[src/rtl/if_id_pkg.sv]
// Shared types and defaults for the IF/ID skid stage.
package if_id_pkg;

   localparam int unsigned XLEN_DEF = 64;
   localparam int unsigned ILEN_DEF = 32;

   // ADDI x0,x0,0
   localparam logic [31:0] NOP_INST_DEF = 32'h0000_0013;

   typedef enum logic [1:0] {
      StEmpty = 2'd0,
      StOne   = 2'd1,
      StFull  = 2'd2
   } state_e;

   typedef struct packed {
      logic [XLEN_DEF-1:0] pc;
      logic [ILEN_DEF-1:0] inst;
   } entry_t;

endpackage

[src/rtl/if_id_skid_stage_if.sv]
// Fetch-side and decode-side handshake bundle of the IF/ID stage.
// slave: the stage itself; master: the surrounding fetch/decode logic.
interface if_id_skid_stage_if #(
   parameter int unsigned XLEN = 64,
   parameter int unsigned ILEN = 32
) ();

   logic            in_valid;
   logic            in_ready;
   logic [XLEN-1:0] in_pc;
   logic [ILEN-1:0] in_inst;
   logic            flush;
   logic            out_valid;
   logic            out_ready;
   logic [XLEN-1:0] out_pc;
   logic [ILEN-1:0] out_inst;

   modport slave (
      input  in_valid, in_pc, in_inst, flush, out_ready,
      output in_ready, out_valid, out_pc, out_inst
   );

   modport master (
      output in_valid, in_pc, in_inst, flush, out_ready,
      input  in_ready, out_valid, out_pc, out_inst
   );

endinterface

[src/rtl/sat_counter.sv]
// Saturating up-counter with synchronous clear.
module sat_counter #(
   parameter int unsigned WIDTH = 32
) (
   input  logic             clk,
   input  logic             clear,
   input  logic             inc,
   output logic [WIDTH-1:0] count
);

   logic [WIDTH-1:0] count_q, count_d;

   // Next count: clear wins, otherwise step unless already all-ones
   always_comb begin
      count_d = count_q;
      if (clear) begin
         count_d = '0;
      end else if (inc && (count_q != '1)) begin
         count_d = count_q + WIDTH'(1);
      end
   end

   // Count register
   always_ff @(posedge clk) begin
      count_q <= count_d;
   end

   assign count = count_q;

endmodule

[src/rtl/if_id_skid_stage.sv]
// IF/ID elastic pipeline stage: main register drives decode, skid register
// absorbs one extra entry so in_ready can be a flop.
// Optional build macro IF_ID_PERF_CNT_EN adds stall_cnt / flush_cnt outputs.
module if_id_skid_stage
   import if_id_pkg::*;
#(
   parameter int unsigned    XLEN     = XLEN_DEF,
   parameter int unsigned    ILEN     = ILEN_DEF,
   parameter logic [ILEN-1:0] NOP_INST = ILEN'(NOP_INST_DEF)
) (
   input  logic                 clk,
   input  logic                 reset,
   if_id_skid_stage_if.slave    bus
`ifdef IF_ID_PERF_CNT_EN
   ,
   output logic [31:0]          stall_cnt,
   output logic [31:0]          flush_cnt
`endif
);

   state_e          state_q, state_d;
   logic            in_ready_q;
   logic [XLEN-1:0] main_pc_q, skid_pc_q;
   logic [ILEN-1:0] main_inst_q, skid_inst_q;

   logic fire_in, fire_out, out_valid;
   logic load_main_in, load_main_skid, load_skid;

   assign out_valid = (state_q != StEmpty);
   assign fire_in   = bus.in_valid & in_ready_q;
   assign fire_out  = out_valid & bus.out_ready;

   // State register; in_ready is precomputed from the next state
   always_ff @(posedge clk) begin
      if (reset) begin
         state_q    <= StEmpty;
         in_ready_q <= 1'b1;
      end else begin
         state_q    <= state_d;
         in_ready_q <= (state_d != StFull);
      end
   end

   // Next-state: occupancy follows fire_in/fire_out, flush empties
   always_comb begin
      state_d = state_q;
      if (bus.flush) begin
         state_d = StEmpty;
      end else begin
         unique case (state_q)
            StEmpty: if (fire_in) state_d = StOne;
            StOne: begin
               if (fire_in && !fire_out)      state_d = StFull;
               else if (fire_out && !fire_in) state_d = StEmpty;
            end
            StFull:  if (fire_out) state_d = StOne;
            default: state_d = StEmpty;
         endcase
      end
   end

   // Outputs and datapath load enables
   always_comb begin
      load_main_in   = 1'b0;
      load_main_skid = 1'b0;
      load_skid      = 1'b0;
      if (!bus.flush) begin
         unique case (state_q)
            StEmpty: load_main_in = fire_in;
            StOne: begin
               load_main_in = fire_in & fire_out;
               load_skid    = fire_in & ~fire_out;
            end
            StFull:  load_main_skid = fire_out;
            default: ;
         endcase
      end
      bus.in_ready  = in_ready_q;
      bus.out_valid = out_valid;
      // Never expose stale data when empty
      bus.out_pc    = out_valid ? main_pc_q : '0;
      bus.out_inst  = out_valid ? main_inst_q : NOP_INST;
   end

   // Main and skid data registers
   always_ff @(posedge clk) begin
      if (reset || bus.flush) begin
         main_pc_q   <= '0;
         main_inst_q <= NOP_INST;
         skid_pc_q   <= '0;
         skid_inst_q <= NOP_INST;
      end else begin
         if (load_main_in) begin
            main_pc_q   <= bus.in_pc;
            main_inst_q <= bus.in_inst;
         end else if (load_main_skid) begin
            main_pc_q   <= skid_pc_q;
            main_inst_q <= skid_inst_q;
         end
         if (load_skid) begin
            skid_pc_q   <= bus.in_pc;
            skid_inst_q <= bus.in_inst;
         end
      end
   end

`ifdef IF_ID_PERF_CNT_EN
   sat_counter #(
      .WIDTH (32)
   ) u_stall_cnt (
      .clk   (clk),
      .clear (reset),
      .inc   (out_valid & ~bus.out_ready),
      .count (stall_cnt)
   );

   sat_counter #(
      .WIDTH (32)
   ) u_flush_cnt (
      .clk   (clk),
      .clear (reset),
      .inc   (bus.flush & out_valid),
      .count (flush_cnt)
   );
`endif

endmodule

[src/flat_wrapper.sv]
// flat-port wrapper written by rule: the top's interface ports become plain ports
module if_id_skid_stage_flat import if_id_pkg::*;
#(
   parameter int unsigned    XLEN     = XLEN_DEF,
   parameter int unsigned    ILEN     = ILEN_DEF,
   parameter logic [ILEN-1:0] NOP_INST = ILEN'(NOP_INST_DEF)
)
  (clk, reset, bus_in_valid, bus_in_pc, bus_in_inst, bus_flush, bus_out_ready, bus_in_ready, bus_out_valid, bus_out_pc, bus_out_inst);
  if_id_skid_stage_if #(.XLEN(XLEN), .ILEN(ILEN)) bus_i ();
  input  logic clk;
  input  logic reset;
  input wire logic [$bits(bus_i.in_valid)-1:0] bus_in_valid;
  input wire logic [$bits(bus_i.in_pc)-1:0] bus_in_pc;
  input wire logic [$bits(bus_i.in_inst)-1:0] bus_in_inst;
  input wire logic [$bits(bus_i.flush)-1:0] bus_flush;
  input wire logic [$bits(bus_i.out_ready)-1:0] bus_out_ready;
  output wire logic [$bits(bus_i.in_ready)-1:0] bus_in_ready;
  output wire logic [$bits(bus_i.out_valid)-1:0] bus_out_valid;
  output wire logic [$bits(bus_i.out_pc)-1:0] bus_out_pc;
  output wire logic [$bits(bus_i.out_inst)-1:0] bus_out_inst;
  assign bus_i.in_valid = bus_in_valid;
  assign bus_i.in_pc = bus_in_pc;
  assign bus_i.in_inst = bus_in_inst;
  assign bus_i.flush = bus_flush;
  assign bus_i.out_ready = bus_out_ready;
  assign bus_in_ready = bus_i.in_ready;
  assign bus_out_valid = bus_i.out_valid;
  assign bus_out_pc = bus_i.out_pc;
  assign bus_out_inst = bus_i.out_inst;
  if_id_skid_stage #(.XLEN(XLEN), .ILEN(ILEN), .NOP_INST(NOP_INST)) u_core (.clk(clk), .reset(reset), .bus(bus_i));
endmodule
[config.mk]
export PLATFORM = sky130hd
export DESIGN_NAME = if_id_skid_stage_flat
export DESIGN_NICKNAME = d
export VERILOG_FILES = /design/src/rtl/if_id_pkg.sv /design/src/rtl/if_id_skid_stage_if.sv /design/src/rtl/sat_counter.sv /design/src/rtl/if_id_skid_stage.sv /design/src/flat_wrapper.sv
export SDC_FILE = /design/constraint.sdc
export NUM_CORES = 1
export LEC_CHECK = 0
export CORE_AREA = 2 2 127 129
export DETAILED_ROUTE_END_ITERATION = 8
export DIE_AREA = 0 0 129 131
export GPL_TIMING_DRIVEN = 0
export PLACE_DENSITY = 0.86
export SLEW_MARGIN = 20
export SYNTH_ARGS = -nofsm -noshare
export SYNTH_HDL_FRONTEND = slang
export SYNTH_SLANG_ARGS = --single-unit
[constraint.sdc]
create_clock -name clk -period 4.45 [get_ports clk]
set_input_delay 0.89 -clock clk [delete_from_list [all_inputs] [get_ports clk]]
set_output_delay 0.89 -clock clk [all_outputs]
set_load 0.05 [all_outputs]
==> impl_metrics.tcl, run 1 <==
set metrics [dict create \
    layout_min_cycle_time_ns 4.271 \
    synth_cell_types 25 \
    numCtsBuffers 17 \
    fin_skew_ns 0.01143 \
    synth_compound_area_share_pct 19.22 \
    ir_worst_vdd_mv 0.2679 \
    slew-limit-headroom_pct 46.02 \
    clk_path_buf_depth 2 \
    drive_gt1_share_pct 4.958 \
    route.detailed.drc 0 \
    maxSlewViolCount 0 \
    cts.sinks 195 \
    cp-end-kind "output port" \
    ant_nets 0 \
    fin_nets 1399 \
    final_cell_area_um2 10910 \
    die_x_um 129 \
    placed_cells 1495 \
    fmax_mhz 234.1 \
    port_buffers 198 \
    status "finished, final reports clean" \
    nFillCells 1247 \
    overflow 0 \
    hold_violations 0 \
    place_ws_ns 0.5991 \
    grt_use_total_pct 27.35 \
    clkTransAtPathRegs_ns 0.07 \
    max_cap_violations 0 \
    worst-endpoint-arrival_ns 3.38 \
    start_util_pct 51.85 \
    via_per_inst 5.468 \
    ios 199 \
    synth_fa_ha_area_share_pct 0 \
    fin_ws_ns 0.1789 \
    critical_path_required_ns 3.56 \
    wirelength_um 23470 \
    antenna_found_initial 0 \
    path_cells "or2_2, clkbuf_1, clkbuf_1, clkbuf_1, and2_1, clkdlybuf4s50_1" \
    areaGrowthSynthToFinish_pct 34.88 \
    die_area_um2 16900 \
    fp.dieH_um 131 \
    final_common_cell "nand2_1" \
    rows 46 \
    cts_max_level 4 \
    postCtsSetupRepairBufs 0 \
    ys_ff_latch 195 \
    p_leak_nw 3.550 \
    grt_pass1_vias 7532 \
    setup_violations 0 \
    netlist_area_um2 8087 \
    placeableCoreArea_um2 15600 \
    synth_nets 1182 \
    synthXorXnorAreaFrac_pct 0 \
    avgSynthCellArea_um2 7.481 \
    worst_pin_slew_ns 0.8067 \
    rsz0062_at_grt "no" \
    mostFrequentLayoutCells "nand2_1, clkdlybuf4s50_1, dfxtp_1, a31oi_1, a21oi_1" \
    synthSimpleGateAreaFrac_pct 27.08 \
    drtPass1Iterations 5 \
    crit_path_frequent_cell "clkbuf_1" \
    cp-start-kind "flop" \
    fin_tns_setup_ns 0 \
    yosys_warnings 0 \
    clkLatencyLatePin_ns 0.44 \
    fin_cells 1527 \
    tritoncts "built" \
    wl_per_cell_um 15.37 \
    synth_cells 1081 \
    cts_root_buf "clkbuf_16" \
    p_total_mw 3.635 \
    cp_max_fo 10 \
    ys_seq_area_share_pct 48.27 \
    finalWeightedCongestion 0.8390 \
    cpMaxStageDelayCell "clkdlybuf4s50_1" \
    hpwl_um 16230 \
    synth_top_family_by_area "simple AND/OR/NAND/NOR gates" \
    grt_max_degree 18 \
    dpl_cell_area_um2 10340 \
    first_iter_violations 734 \
    muxShareOfSynthArea_pct 0 \
    multiInputGateArea_um2 3744 \
    n_antenna_cell 0 \
    powerDensity_nw_per_um2 333.3 \
    regArea_um2 3904 \
    hold_path_class "flop to flop" \
    grt_pass1_wl_um 36760 \
    fin_crit_sh_pct 95.98 \
    path_class "flop to output port" \
    ctsResizeCount 0 \
    num_vias 8350 \
    critPathMaxStageDelay_ns 0.80 \
    hold_buffers 0 \
]
==> cell type report <==
type	count	share of cell area, %
Sequential cell	195	35.79
Multi-Input combinational cell	788	34.32
Timing Repair Buffer	198	18.17
Clock buffer	19	4.061
Buffer	97	3.992
Tap cell	216	2.478
Clock inverter	13	1.147
Inverter	1	0.03442
==> synth_stat cells, drive strengths merged <==
library cell | instances | area (µm²)
o21ai | 94 | 470.5
and2 | 94 | 590.6
a31oi | 96 | 600.6
nor3b | 1 | 7.510
or3 | 1 | 6.260
and4bb | 1 | 12.51
o21a | 1 | 7.510
nor2 | 1 | 3.750
nor2b | 2 | 12.51
nand3 | 4 | 20.02
inv | 1 | 3.750
nor3 | 3 | 15.01
a21oi | 95 | 475.5
buf | 29 | 180.2
dfxtp | 195 | 3904
nand4bb | 1 | 11.26
nand2 | 387 | 1453
or2 | 2 | 12.51
clkbuf | 68 | 255.2
nand3b | 1 | 20.02
nand2b | 4 | 25.02
==> where the power goes <==
part / switching (mW) / internal (mW) / total [mW]
registers: 0.0187 / 1.78 / 1.80
logic: 0.191 / 0.148 / 0.339
clock network: 0.702 / 0.796 / 1.50
==> path summary, 6_finish.rpt <==
check	start	endpoint	slack, ns	depth (start not counted)
worst min-delay path	u_core.skid_inst_q[27]	u_core.skid_inst_q[27]	0.46	2
worst max register to register	u_core.state_q[1]	u_core.main_pc_q[40]	2.56	6
worst max-delay path	u_core.state_q[1]	bus_out_pc[24]	0.18	6
worst min register to register	u_core.skid_inst_q[27]	u_core.skid_inst_q[27]	0.46	2
==> per-stage QoR <==
step	hold slack, ns	utilization [%]
2_1_floorplan	0.4366	-
3_3_place_gp	0.4417	66.28
3_5_place_dp	0.4469	66.28
4_1_cts	0.4563	69.93
5_1_grt	0.4718	69.93
6_report	0.4562	69.93
==> layer usage <==
layer,GRT usage (%),vias to the layer above,part of all wire (%)
met3,5.497,52,7.3
met1,34.84,3887,42
met4,12.08,0,2.9
li1,-,4020,-
met2,45.28,391,48
met5,0,-,0
==> state kept, by name (all words and copies together) (netlist names) <==
register and flops:
u_core.state_q 2, u_core.main_pc_q 64, u_core.skid_pc_q 64, u_core.bus.in_ready 1, u_core.main_inst_q 32, u_core.skid_inst_q 32
==> critical path: cells and delay by family (launching register included) <==
family                 cells  cell delay, ns
flip-flops                 1            0.42
AND/OR/NAND/NOR            2            0.34
buffers and inverters      4            2.18
==> cell families after synthesis <==
logic type / after synthesis
AOI/OAI and AO/OA: 286
DFF: 195
buffers and inverters: 98
and+or+nand+nor: 502
No activity file was read; power rests on OpenSTA's default activity.
==> inputs of run 2 (changes only) <==
--- a/config.mk
+++ b/config.mk
@@ -5,11 +5,12 @@
 export SDC_FILE = /design/constraint.sdc
 export NUM_CORES = 1
 export LEC_CHECK = 0
-export CORE_AREA = 2 2 127 129
+export CORE_AREA = 2 2 125 127
+export CTS_BUF_LIST = sky130_fd_sc_hd__clkbuf_8
 export DETAILED_ROUTE_END_ITERATION = 8
-export DIE_AREA = 0 0 129 131
+export DIE_AREA = 0 0 127 129
 export GPL_TIMING_DRIVEN = 0
-export PLACE_DENSITY = 0.86
+export PLACE_DENSITY = 0.88
 export SLEW_MARGIN = 20
 export SYNTH_ARGS = -nofsm -noshare
 export SYNTH_HDL_FRONTEND = slang
==> impl_metrics.tcl, run 2 (same netlist as run 1, synthesis figures left out) <==
set metrics [dict create \
    maxSlewViolCount 0 \
    port_buffers 198 \
    clk_path_buf_depth 2 \
    grt_use_total_pct 27.54 \
    setup_violations 0 \
    clkLatencyLatePin_ns 0.46 \
    finalWeightedCongestion 0.8419 \
    postCtsSetupRepairBufs 0 \
    cp_top_family "buffers and inverters" \
    fin_cells 1499 \
    hpwl_um 16060 \
    nFillCells 1203 \
    die_x_um 127 \
    rows 45 \
    layout_min_cycle_time_ns 4.197 \
    reg_top3 "u_core.main_pc_q: 64 flops, u_core.skid_pc_q: 64 flops" \
    ant_nets 0 \
    wl_per_cell_um 15.21 \
    die_area_um2 16380 \
    areaGrowthSynthToFinish_pct 32.55 \
    start_util_pct 53.99 \
    first_iter_violations 586 \
    antenna_found_initial 0 \
    drtPass1Iterations 5 \
    ir_worst_vdd_mv 0.1721 \
    wirelength_um 22810 \
    path_cells "or2_2, clkbuf_1, clkbuf_2, clkbuf_1, and2_1, clkdlybuf4s50_1" \
    grt_pass1_vias 7530 \
    hold_buffers 0 \
    drive_gt1_share_pct 4.729 \
    fin_nets 1399 \
    cp_num_buf_inv 4 \
    cp-end-kind "output port" \
    worst_pin_slew_ns 0.8861 \
    critical_path_required_ns 3.56 \
    fin_tns_setup_ns 0 \
    cts.sinks 195 \
    numCtsBuffers 17 \
    cp_max_fo 10 \
    overflow 0 \
    route.detailed.drc 0 \
    max_cap_violations 0 \
    hold_path_class "flop to flop" \
    tritoncts "built" \
    cp-start-kind "flop" \
    num_vias 8191 \
    grt_max_degree 17 \
    ios 199 \
    grt_pass1_wl_um 36570 \
    hold_violations 0 \
    r2r_setup_slack_ns 2.55 \
    path_class "flop to output port" \
    worst-endpoint-arrival_ns 3.31 \
    slew-limit-headroom_pct 40.71 \
    fin_skew_ns 0.01046 \
    cts_root_buf "clkbuf_8" \
    p_leak_nw 3.504 \
    fin_crit_sh_pct 94.31 \
    n_antenna_cell 0 \
    final_common_cell "nand2_1" \
    cts_max_level 4 \
    place_ws_ns 0.5720 \
    rsz0062_at_grt "no" \
    placed_cells 1467 \
    clkTransAtPathRegs_ns 0.09 \
    placeableCoreArea_um2 14980 \
    mostFrequentLayoutCells "nand2_1, clkdlybuf4s50_1, dfxtp_1, a31oi_1, a21oi_1" \
    crit_path_frequent_cell "clkbuf_1" \
    fp.dieH_um 129 \
    powerDensity_nw_per_um2 310.2 \
    fin_ws_ns 0.2532 \
    cpMaxStageDelayCell "clkdlybuf4s50_1" \
    critPathMaxStageDelay_ns 0.82 \
    via_per_inst 5.464 \
    fmax_mhz 238.3 \
    status "finished, final reports clean" \
]
[run 2: cell types whose count changed in the layout (fill, tap and decap cells not counted), moves of 4 or more]
cell and change:
inv_6 -4, clkbuf_8 +19, clkbuf_16 -17, inv_1 +5
[run 2: final cells by class]
class,instances,area (µm²),share of cell area [%]
multi-input combinational,788,3744,34.92
tap,188,235.2,2.194
inverter,1,3.754,0.03502
buffer,97,436.7,4.074
timing repair buffer,198,1982,18.49
sequential,195,3904,36.42
clock buffer,20,275.3,2.568
clock inverter,12,138.9,1.296
[run 2: repair_timing]
item / CTS / global route
endpoints found under the hold margin: 0 / 0
endpoints found under the setup margin: 0 / 24
gates resized for setup: 0 / 2
[run 2: report_power, final]
group          leakage [nW]  total, mW  internal [mW]  switching (mW)
clock network         0.226       1.19          0.593           0.597
registers              1.58       1.80           1.78          0.0181
logic                  1.70      0.338          0.148           0.190
[run 2: routing by layer]
metal | wire length, µm | vias to the layer above | global-route usage (%)
met5 | 0 | - | 0
met4 | 415 | 0 | 9.696
met3 | 1688 | 36 | 6.029
met2 | 10850 | 325 | 45.57
met1 | 9855 | 3822 | 35.83
li1 | - | 4008 | -
[run 2: worst reg2reg max path: stages, from the launching register on]
cell	delay [ns]
dfxtp_1	0.40
nand4bb_1	0.13
buf_2	0.22
buf_2	0.28
clkbuf_1	0.45
nand2_1	0.13
a31oi_1	0.21
[run 2: metrics by stage]
step	utilization [%]	power, mW	cell area [µm²]	hold slack (ns)
2_1_floorplan	-	1.995	8087	0.4366
3_3_place_gp	68.80	2.165	10300	0.4416
3_5_place_dp	68.80	2.171	10300	0.4467
4_1_cts	71.56	3.324	10720	0.4582
5_1_grt	71.57	3.431	10720	0.4706
6_report	71.57	3.325	10720	0.4575
[run 2: path summary, 6_finish.rpt]
check                  startpoint                   end  depth (start not counted)
min          u_core.skid_pc_q[60]  u_core.skid_pc_q[60]                          2
max reg2reg     u_core.state_q[0]  u_core.main_pc_q[56]                          6
max             u_core.state_q[1]        bus_out_pc[24]                          6
min reg2reg  u_core.skid_pc_q[60]  u_core.skid_pc_q[60]                          2
==> inputs of run 3 (changes only) <==
--- a/config.mk
+++ b/config.mk
@@ -5,13 +5,15 @@
 export SDC_FILE = /design/constraint.sdc
 export NUM_CORES = 1
 export LEC_CHECK = 0
-export CORE_AREA = 2 2 125 127
+export CORE_AREA = 4 4 127 129
 export CTS_BUF_LIST = sky130_fd_sc_hd__clkbuf_8
 export DETAILED_ROUTE_END_ITERATION = 8
-export DIE_AREA = 0 0 127 129
+export DIE_AREA = 0 0 131 133
 export GPL_TIMING_DRIVEN = 0
-export PLACE_DENSITY = 0.88
+export HOLD_SLACK_MARGIN = 0.1
+export PLACE_DENSITY = 0.89
 export SLEW_MARGIN = 20
 export SYNTH_ARGS = -nofsm -noshare
 export SYNTH_HDL_FRONTEND = slang
+export SYNTH_HIERARCHICAL = 1
 export SYNTH_SLANG_ARGS = --single-unit
==> impl_metrics.tcl, run 3 <==
set metrics [dict create \
    dpl_cell_area_um2 10400 \
    ctsResizeCount 0 \
    fin_nets 1393 \
    layout_min_cycle_time_ns 4.105 \
    max_cap_violations 0 \
    cts_root_buf "clkbuf_8" \
    start_util_pct 54.42 \
    wl_per_cell_um 15.73 \
    ys_seq_area_share_pct 47.72 \
    fp.dieH_um 133 \
    regArea_um2 3904 \
    clkLatencyLatePin_ns 0.46 \
    synth_edf_count 0 \
    tritoncts "built" \
    multiInputGateArea_um2 3769 \
    grt_pass1_vias 7680 \
    grt_use_total_pct 26.25 \
    clk_path_buf_depth 2 \
    cts.sinks 195 \
    fin_tns_setup_ns 0 \
    synth_cell_types 28 \
    antenna_found_initial 0 \
    r2r_end "u_core/skid_pc_q[62]" \
    synth_area_leader_cell "dfxtp_1" \
    drtPass1Iterations 7 \
    netlist_area_um2 8180 \
    placeableCoreArea_um2 15030 \
    rows 45 \
    route.detailed.drc 0 \
    worst_pin_slew_ns 1.043 \
    synth_commonest_cells "nand2_1, dfxtp_1, a31oi_1" \
    maxSlewViolCount 0 \
    grt_pass1_wl_um 37380 \
    areaGrowthSynthToFinish_pct 31.91 \
    die_area_um2 17420 \
    ys_ff_latch 195 \
    cts_max_level 4 \
    drive_gt1_share_pct 5.909 \
    ant_nets 0 \
    timing.rr.start "u_core/bus.in_ready" \
    placed_cells 1461 \
    ir_worst_vdd_mv 0.1883 \
    yosys_warnings 6 \
    cp_max_fo 10 \
    cp-startpoint "u_core/state_q[1]" \
    numCtsBuffers 17 \
    fin_skew_ns 0.009335 \
    final_cell_area_um2 10790 \
    cp-end-kind "output port" \
    final_common_cell "nand2_1" \
    crit_end "bus_out_pc[52]" \
    r2r_setup_slack_ns 2.60 \
    reg2regPathDepth 6 \
    slew-limit-headroom_pct 30.22 \
    worst-endpoint-arrival_ns 3.21 \
    wirelength_um 23450 \
    grt_max_degree 17 \
    n_antenna_cell 0 \
    fin_crit_sh_pct 92.24 \
    busiest_layer "met2" \
    mostFrequentLayoutCells "nand2_1, clkdlybuf4s50_1, dfxtp_1, a31oi_1, a21oi_1" \
    p_leak_nw 3.544 \
    met2_usage_pct 41.79 \
    synth_area_leaders "dfxtp_1, nand2_1, a31oi_1, and2_1, a21oi_1" \
    setup_violations 0 \
    postCtsSetupRepairBufs 0 \
    num_vias 8280 \
    first_iter_violations 900 \
    via_per_inst 5.553 \
    hold_buffers 0 \
    nFillCells 1177 \
    clkTransAtPathRegs_ns 0.09 \
    hpwl_um 16520 \
    fmax_mhz 243.6 \
    use_met3_pct 4.400 \
    rsz0062_at_grt "no" \
    path_class "flop to output port" \
    synth.most_common_cell "nand2_1" \
    critical_path_required_ns 3.56 \
    reg_top3 "u_core/main_pc_q: 64 flops, u_core/skid_pc_q: 64 flops" \
    overflow 0 \
    synth_cells 1075 \
    cp-start-kind "flop" \
    met1_usage_pct 35.62 \
    die_x_um 131 \
    finalWeightedCongestion 0.8349 \
    ios 199 \
    synth_top_area_share_pct 47.72 \
    hold_violations 0 \
    ys_async_sr_fraction_pct 0 \
    hold_path_class "flop to flop" \
    fin_cells 1491 \
    synth_nets 1176 \
    avgSynthCellArea_um2 7.610 \
    synth_flop_cell "dfxtp_1" \
    powerDensity_nw_per_um2 306.7 \
    status "finished, final reports clean" \
    port_buffers 198 \
]
## run 3: changes by cell type after synthesis, moves of 3 or more
cell,change
o21ai_0,-80
buf_6,+9
clkbuf_1,-12
o21ai_1,+79
mux2i_1,+5
nand2_1,-9
nor3_2,+4
nor3_1,-3
## run 3: worst min path at each step
stage	slack [ns]	from	depth (start not counted)	to
6_report	0.46	u_core/skid_pc_q[46]	2	u_core/skid_pc_q[46]
5_1_grt	0.47	u_core/skid_inst_q[18]	2	u_core/skid_inst_q[18]
4_1_cts	0.46	u_core/skid_inst_q[10]	2	u_core/skid_inst_q[10]
3_5_place_dp	0.45	u_core/skid_inst_q[10]	2	u_core/skid_inst_q[10]
3_3_place_gp	0.44	u_core/skid_inst_q[29]	2	u_core/skid_inst_q[29]
2_1_floorplan	0.44	u_core/skid_pc_q[31]	2	u_core/skid_pc_q[31]
## run 3: stage by stage
step                      hold WS (ns)  power [mW]  utilization, %  setup WS [ns]
after CTS                       0.4588       3.313           71.78         0.2719
after floorplan                 0.4357       2.014               -          1.779
final                           0.4574       3.309           71.78         0.3454
after detailed placement        0.4465       2.193           69.16         0.7888
after global routing            0.4728       3.420           71.78         0.1444
after global placement          0.4415       2.188           69.16         0.8113
## run 3: power by group
part,switching (mW),total [mW],internal (mW),leakage (nW)
combinational,0.202,0.361,0.160,1.76
clock,0.598,1.15,0.553,0.206
sequential,0.0175,1.80,1.78,1.58
## run 3: cells by family after synthesis
kind of cell	after synthesis	share of synthesized area, %
simple gates	493	26.45
compound gates	285	19.01
flops	195	47.72
buf+inv	97	6.210
mux	5	0.6118
## run 3: final cells by class
class | instances | share of cell area, %
Sequential cell | 195 | 36.18
Clock inverter | 9 | 0.9624
Inverter | 1 | 0.03479
Clock buffer | 21 | 2.679
Multi-Input combinational cell | 783 | 34.93
Tap cell | 188 | 2.180
Buffer | 96 | 4.673
Timing Repair Buffer | 198 | 18.37
## run 3: critical path: stages (launching register included)
cell	delay [ns]
dfxtp_1	0.36
buf_6	0.14
or2_2	0.10
clkbuf_2	0.28
clkbuf_1	0.46
clkbuf_1	0.38
and2_1	0.23
clkdlybuf4s50_1	0.81
## run 3: layer usage
metal / vias to the layer above / wire length, µm / part of all wire, %
met5: - / 0 / 0
met4: 0 / 597 / 2.5
met3: 48 / 1572 / 6.7
met2: 379 / 11280 / 48
met1: 3841 / 9996 / 43
li1: 4012 / - / -
